File: config.mk
export PLATFORM = sky130hd
export DESIGN_NAME = integral_window_ctrl_flat
export DESIGN_NICKNAME = d
export VERILOG_FILES = /design/src/rtl/integral_window_ctrl_pkg.sv /design/src/rtl/integral_window_ctrl_if.sv /design/src/rtl/integral_window_ctrl_counter.sv /design/src/rtl/integral_window_ctrl.sv /design/src/flat_wrapper.sv
export SDC_FILE = /design/constraint.sdc
export NUM_CORES = 1
export LEC_CHECK = 0
export BUFFER_PORTS_ARGS = -buffer_cell sky130_fd_sc_hd__clkbuf_2
export CORE_ASPECT_RATIO = 1.75
export CORE_MARGIN = 5
export CORE_UTILIZATION = 53
export CTS_CLUSTER_DIAMETER = 100
export DETAILED_ROUTE_END_ITERATION = 8
export PLACE_DENSITY = 0.76
export SYNTH_ARGS = -nofsm -noshare
export SYNTH_HDL_FRONTEND = slang
export SYNTH_SLANG_ARGS = --single-unit
File: constraint.sdc
create_clock -name clk_os -period 4.5 [get_ports clk_os]
set_clock_uncertainty 0.1 [all_clocks]
set_input_delay 0.675 -clock clk_os [delete_from_list [all_inputs] [get_ports clk_os]]
set_output_delay 0.675 -clock clk_os [all_outputs]
set_load 0.02 [all_outputs]
File: src/rtl/integral_window_ctrl_pkg.sv
// Shared types and width helpers for the integral-image window controller.
// The package is named integral_pkg so other integral-image blocks can share it.
package integral_pkg;

    typedef enum logic [1:0] {
        ST_IDLE   = 2'd0,
        ST_FILL   = 2'd1,
        ST_STREAM = 2'd2,
        ST_DONE   = 2'd3
    } iw_state_e;

    // Column counter width; never collapses to zero bits for degenerate frames.
    function automatic int cw_of(input int frame_width);
        return (frame_width > 1) ? $clog2(frame_width) : 1;
    endfunction

    function automatic int rw_of(input int frame_height);
        return (frame_height > 1) ? $clog2(frame_height) : 1;
    endfunction

endpackage

File: src/rtl/integral_window_ctrl_if.sv
// Pixel-in / row-buffer-out bundle of the window controller.
// The master side is the pixel source; the slave side is the controller.
interface integral_window_if
    import integral_pkg::*;
#(
    parameter int DATA_WIDTH   = 8,
    parameter int FRAME_WIDTH  = 320,
    parameter int FRAME_HEIGHT = 240
);
    localparam int CW = cw_of(FRAME_WIDTH);
    localparam int RW = rw_of(FRAME_HEIGHT);

    logic                  i_frame_start;
    logic                  i_pixel_valid;
    logic [DATA_WIDTH-1:0] i_pixel;
    logic                  o_ready;
    logic                  o_row_wen;
    logic [DATA_WIDTH-1:0] o_fifo_in;
    logic                  o_row_sync;
    logic                  o_window_valid;
    logic [CW-1:0]         o_window_x;
    logic [RW-1:0]         o_window_y;
    logic                  o_frame_done;

    modport master (
        output i_frame_start, i_pixel_valid, i_pixel,
        input  o_ready, o_row_wen, o_fifo_in, o_row_sync,
               o_window_valid, o_window_x, o_window_y, o_frame_done
    );

    modport slave (
        input  i_frame_start, i_pixel_valid, i_pixel,
        output o_ready, o_row_wen, o_fifo_in, o_row_sync,
               o_window_valid, o_window_x, o_window_y, o_frame_done
    );

endinterface

File: src/rtl/integral_window_ctrl_counter.sv
// Raster position of the next pixel to be accepted; advances only on accepted pixels.
// Clear has priority over advance so an aborted frame restarts at (0,0).
module pixel_position_counter
    import integral_pkg::*;
#(
    parameter int FRAME_WIDTH  = 320,
    parameter int FRAME_HEIGHT = 240,
    localparam int CW = cw_of(FRAME_WIDTH),
    localparam int RW = rw_of(FRAME_HEIGHT)
) (
    input  logic          clk_os,
    input  logic          reset_os,
    input  logic          clear,
    input  logic          advance,
    output logic [CW-1:0] col,
    output logic [RW-1:0] row,
    output logic          col_last,
    output logic          row_last
);

    localparam logic [CW-1:0] COL_MAX = CW'(FRAME_WIDTH - 1);
    localparam logic [RW-1:0] ROW_MAX = RW'(FRAME_HEIGHT - 1);

    assign col_last = (col == COL_MAX);
    assign row_last = (row == ROW_MAX);

    always_ff @(posedge clk_os) begin
        if (reset_os || clear) begin
            col <= '0;
            row <= '0;
        end else if (advance) begin
            if (col_last) begin
                col <= '0;
                // the frame is over at the last row; wrap rather than run past the bound
                row <= row_last ? '0 : row + 1'b1;
            end else begin
                col <= col + 1'b1;
            end
        end
    end

endmodule

File: src/rtl/integral_window_ctrl.sv
// Frame sequencer for the integral-image window: feeds the row-buffer chain and
// flags where a full IWIDTH x IHEIGHT window is available, one cycle after accept.
module integral_window_ctrl
    import integral_pkg::*;
#(
    parameter int DATA_WIDTH   = 8,
    parameter int FRAME_WIDTH  = 320,
    parameter int FRAME_HEIGHT = 240,
    parameter int IWIDTH       = 3,
    parameter int IHEIGHT      = 3
) (
    input  logic               clk_os,
    input  logic               reset_os,
    integral_window_if.slave   bus
);

    localparam int CW = cw_of(FRAME_WIDTH);
    localparam int RW = rw_of(FRAME_HEIGHT);

    localparam logic [CW-1:0] COL_WIN  = CW'(IWIDTH - 1);
    localparam logic [RW-1:0] ROW_WIN  = RW'(IHEIGHT - 1);
    localparam logic [RW-1:0] ROW_FILL = RW'(IHEIGHT - 2);

    iw_state_e             state_q, state_d;
    logic                  ready_q;
    logic                  row_wen_q;
    logic [DATA_WIDTH-1:0] fifo_in_q;
    logic                  row_sync_q;
    logic                  window_valid_q;
    logic [CW-1:0]         window_x_q;
    logic [RW-1:0]         window_y_q;
    logic                  frame_done_q;

    logic          accept;
    logic          take;
    logic          at_frame_end;
    logic          at_fill_end;
    logic          in_window;
    logic [CW-1:0] col;
    logic [RW-1:0] row;
    logic          col_last;
    logic          row_last;

    // ready_q mirrors FILL/STREAM, so an accept can only happen there.
    assign accept       = bus.i_pixel_valid && ready_q;
    // a frame start in the same cycle restarts the frame and drops the pixel
    assign take         = accept && !bus.i_frame_start;
    assign at_frame_end = col_last && row_last;
    assign at_fill_end  = col_last && (row == ROW_FILL);
    assign in_window    = (col >= COL_WIN) && (row >= ROW_WIN);

    pixel_position_counter #(
        .FRAME_WIDTH  (FRAME_WIDTH),
        .FRAME_HEIGHT (FRAME_HEIGHT)
    ) u_pos (
        .clk_os   (clk_os),
        .reset_os (reset_os),
        .clear    (bus.i_frame_start),
        .advance  (take),
        .col      (col),
        .row      (row),
        .col_last (col_last),
        .row_last (row_last)
    );

    always_comb begin
        state_d = state_q;
        if (bus.i_frame_start) begin
            state_d = ST_FILL;
        end else begin
            unique case (state_q)
                ST_IDLE:   state_d = ST_IDLE;
                ST_FILL: begin
                    if (take && at_frame_end)     state_d = ST_DONE;
                    else if (take && at_fill_end) state_d = ST_STREAM;
                end
                ST_STREAM: begin
                    if (take && at_frame_end)     state_d = ST_DONE;
                end
                ST_DONE:   state_d = ST_IDLE;
                default:   state_d = ST_IDLE;
            endcase
        end
    end

    always_ff @(posedge clk_os) begin
        if (reset_os) begin
            state_q        <= ST_IDLE;
            ready_q        <= 1'b0;
            row_wen_q      <= 1'b0;
            fifo_in_q      <= '0;
            row_sync_q     <= 1'b0;
            window_valid_q <= 1'b0;
            window_x_q     <= '0;
            window_y_q     <= '0;
            frame_done_q   <= 1'b0;
        end else begin
            state_q        <= state_d;
            ready_q        <= (state_d == ST_FILL) || (state_d == ST_STREAM);
            row_wen_q      <= take;
            row_sync_q     <= take && (col == '0);
            window_valid_q <= take && in_window;
            frame_done_q   <= take && at_frame_end;
            if (take) begin
                fifo_in_q <= bus.i_pixel;
            end
            if (take && in_window) begin
                window_x_q <= col - COL_WIN;
                window_y_q <= row - ROW_WIN;
            end
        end
    end

    assign bus.o_ready        = ready_q;
    assign bus.o_row_wen      = row_wen_q;
    assign bus.o_fifo_in      = fifo_in_q;
    assign bus.o_row_sync     = row_sync_q;
    assign bus.o_window_valid = window_valid_q;
    assign bus.o_window_x     = window_x_q;
    assign bus.o_window_y     = window_y_q;
    assign bus.o_frame_done   = frame_done_q;

endmodule

File: src/flat_wrapper.sv
// flat-port wrapper written by rule: the top's interface ports become plain ports
module integral_window_ctrl_flat import integral_pkg::*;
#(
    parameter int DATA_WIDTH   = 8,
    parameter int FRAME_WIDTH  = 320,
    parameter int FRAME_HEIGHT = 240,
    parameter int IWIDTH       = 3,
    parameter int IHEIGHT      = 3
)
  (clk_os, reset_os, bus_i_frame_start, bus_i_pixel_valid, bus_i_pixel, bus_o_ready, bus_o_row_wen, bus_o_fifo_in, bus_o_row_sync, bus_o_window_valid, bus_o_window_x, bus_o_window_y, bus_o_frame_done);
  integral_window_if #(.DATA_WIDTH(DATA_WIDTH), .FRAME_WIDTH(FRAME_WIDTH), .FRAME_HEIGHT(FRAME_HEIGHT)) bus_i ();
  input  logic clk_os;
  input  logic reset_os;
  input wire logic [$bits(bus_i.i_frame_start)-1:0] bus_i_frame_start;
  input wire logic [$bits(bus_i.i_pixel_valid)-1:0] bus_i_pixel_valid;
  input wire logic [$bits(bus_i.i_pixel)-1:0] bus_i_pixel;
  output wire logic [$bits(bus_i.o_ready)-1:0] bus_o_ready;
  output wire logic [$bits(bus_i.o_row_wen)-1:0] bus_o_row_wen;
  output wire logic [$bits(bus_i.o_fifo_in)-1:0] bus_o_fifo_in;
  output wire logic [$bits(bus_i.o_row_sync)-1:0] bus_o_row_sync;
  output wire logic [$bits(bus_i.o_window_valid)-1:0] bus_o_window_valid;
  output wire logic [$bits(bus_i.o_window_x)-1:0] bus_o_window_x;
  output wire logic [$bits(bus_i.o_window_y)-1:0] bus_o_window_y;
  output wire logic [$bits(bus_i.o_frame_done)-1:0] bus_o_frame_done;
  assign bus_i.i_frame_start = bus_i_frame_start;
  assign bus_i.i_pixel_valid = bus_i_pixel_valid;
  assign bus_i.i_pixel = bus_i_pixel;
  assign bus_o_ready = bus_i.o_ready;
  assign bus_o_row_wen = bus_i.o_row_wen;
  assign bus_o_fifo_in = bus_i.o_fifo_in;
  assign bus_o_row_sync = bus_i.o_row_sync;
  assign bus_o_window_valid = bus_i.o_window_valid;
  assign bus_o_window_x = bus_i.o_window_x;
  assign bus_o_window_y = bus_i.o_window_y;
  assign bus_o_frame_done = bus_i.o_frame_done;
  integral_window_ctrl #(.DATA_WIDTH(DATA_WIDTH), .FRAME_WIDTH(FRAME_WIDTH), .FRAME_HEIGHT(FRAME_HEIGHT), .IWIDTH(IWIDTH), .IHEIGHT(IHEIGHT)) u_core (.clk_os(clk_os), .reset_os(reset_os), .bus(bus_i));
endmodule
==> metrics <==
status=finished, final reports clean; Sink Count=49; Startpoint Class=register; layout cell share with drive strength beyond 1=18.45%; GRT Residual Overflow=0; Worst Setup End Kind=register; max-slew violation count=0; Max Cap Violations=0; via/cell ratio=5.841; Min-Delay Path Class=reg2reg; die area=5836 µm²; pre-CTS setup slack=1.964 ns; Max-slew headroom=36.83%; DR vias=2,091; clock transition at the registers of the reported paths=0.09 ns; M1 GR Usage=18.55%; Post-CTS Hold Buffers=0; final setup TNS=0 ns; Buf/Inv on CP=1; initial antenna violation count=0; placed inst area=2520 µm²; TritonRoute pass-1 iters=4; Syn. warnings=0; Synth area leaders=dfxtp_1 42%, a21oi_1 8.0%, nand2_1 5.5%, ha_1 5.4%, xnor2_1 4.2%; Core ar.=4189 µm²; Starting Density=55.20%; per-instance average area after synthesis=8.378 µm²; DIE WIDTH=59.93 µm; Final Instance Count excl. Fillers=358; placed cell count=350; Largest stage delay, worst path=0.73 ns; dpl hpwl=4152 µm; #FFs+latches synth=49; largest net degree at the start of global routing=35; CTS HTree Levels=2; met2 Resource Use GR=36.50%; drt total wl=5401 µm; slowest CP cell=nor2_1; clock latency on the worst-skew pair=0.30 ns; Worst EP required=4.54 ns; setup violators final=0; final instance area=2640 µm²; Unique masters post-synth=43; TritonCTS clock tree=done; post-layout util=63.02%; cts bufs inserted=5; Longest Clk Path Bufs=2; synth-to-layout area growth=14.18%; Leak=1.003 nW; critical-path cell list=inv_1 > ha_1 > nor4b_1 > and3_1 > nor2_1 > a311oi_1; vias in the first global route=2,004; actual slew at the worst max-slew pin=0.9441 ns; synthesized instance count=276; share of the synthesized area in the top cell type=42.42%; fin crit share=54.28%; standard-cell rows=31; PortBufs=41; Top Ports=42; grt met3 use=3.457%; root buffer cell=clkbuf_8; initial DRC count=70; most common cell after layout, fill and taps aside=dfxtp_1; Synth Cell Area=2312 µm²; Overall Global Routing Usage=19.64%; GP Congestion=0.8835; Most Crowded Layer GR=met2; sequential fraction of the synthesis area=42.42%; DIE HEIGHT=97.38 µm; Max Clk Rate=0.4094 GHz; syn_nets=298; CP max FO=14; largest area contributor in the netlist=dfxtp_1; Max VDD drop=0.2567 mV; global-route wire length before repair=8880 µm; NumNets Final=330; commonest cells after routing, fill and taps aside=49 x dfxtp_1, 41 x clkbuf_2, 37 x a21oi_1; critical path type=reg2reg; Resize count post-CTS=0; CP delay by family, top=simple AND/OR/NAND/NOR gates; antenna cells=0; Post-CTS Setup Bufs=0; Final Hold Vio Count=0; WL/cell=15.09 µm; DR DRC count=0; ANT nets after route=0; post-route worst setup slack=2.058 ns; fin crit period=2.442 ns; cell area power density=302.2 nW/µm²; worst path arrival time=2.48 ns; RSZ-0062 raised after global routing=no
==> cells in the mapped netlist, drive strengths merged <==
cell and n:
a211o 1, a211oi 11, a21o 1, a21oi 37
a311oi 6, a31o 1, a41oi 1, and3 2
and3b 1, and4 1, and4b 1, buf 2
clkbuf 17, dfxtp 49, ha 10, inv 8
mux2i 1, nand2 34, nand2b 5, nand3 10
nand3b 2, nand4 2, nand4b 1, nor2 19
nor2b 1, nor3 6, nor4 6, nor4b 1
o21ai 8, o22ai 2, o2bb2ai 1, o31ai 1
o32a 1, or2 1, or3 4, or3b 2
or4 4, or4b 2, xnor2 11, xor2 2
==> state kept, by name (all words and copies together), names as in the netlist, 2 cells and up <==
register	cells
u_core.bus.o_fifo_in	8
u_core.bus.o_window_x	9
u_core.bus.o_window_y	8
u_core.state_q	2
u_core.u_pos.col	9
u_core.u_pos.row	8
==> where the power goes <==
part	leakage [nW]	total [W]	internal [W]	switching [W]
sequential	0.396	0.000440	0.000437	0.00000231
clock	0.0574	0.000326	0.000181	0.000146
combinational	0.550	0.0000319	0.0000109	0.0000210
==> cell families after synthesis <==
logic type / count (synthesis) / share of synthesized area (%)
DFF: 49 / 42.42
muxes: 1 / 0.4329
AOI/OAI and AO/OA: 71 / 18.72
xor gates and xnor gates: 13 / 4.924
and+or+nand+nor: 105 / 23.27
buffers and inverters: 27 / 4.816
adders and majority gates: 10 / 5.411
==> cell type report <==
class / instances / area (µm²)
clock buffers: 6 / 82.58
multi-input cells: 200 / 1220
repair buffers: 44 / 227.7
clock inverters: 2 / 37.54
flip-flops and latches: 49 / 980.9
well taps: 49 / 61.31
fillers: 406 / 1549
inverters: 8 / 30.03
==> per-stage QoR <==
step,power (W),hold WS (ns)
finish,0.0007979,0.3582
global route,0.0008326,0.3859
global placement,0.0004815,0.3413
floorplan,0.0004696,0.3743
CTS,0.0008063,0.3598
detailed placement,0.0004821,0.3469
==> worst paths after layout <==
check | start | endpoint | slack, ns | cells after the start
max reg2reg | u_core.u_pos.col[1] | u_core.bus.o_window_x[6] | 2.06 | 6
min | u_core.bus.o_fifo_in[7] | u_core.bus.o_fifo_in[7] | 0.36 | 2
max | u_core.u_pos.col[1] | u_core.bus.o_window_x[6] | 2.06 | 6
min reg2reg | u_core.bus.o_fifo_in[7] | u_core.bus.o_fifo_in[7] | 0.36 | 2
==> per-layer routing <==
layer,vias to the layer above,share of wire (%)
li1,1046,-
met1,974,36
met2,57,56
met3,14,4.5
met4,0,3.7
met5,-,0
==> tightest hold or removal path, stage by stage (launching register included) <==
cell and delay, ns:
dfxtp_1 0.32, nand2_1 0.05, a21oi_1 0.05
Power figures use the tool's default switching activity.
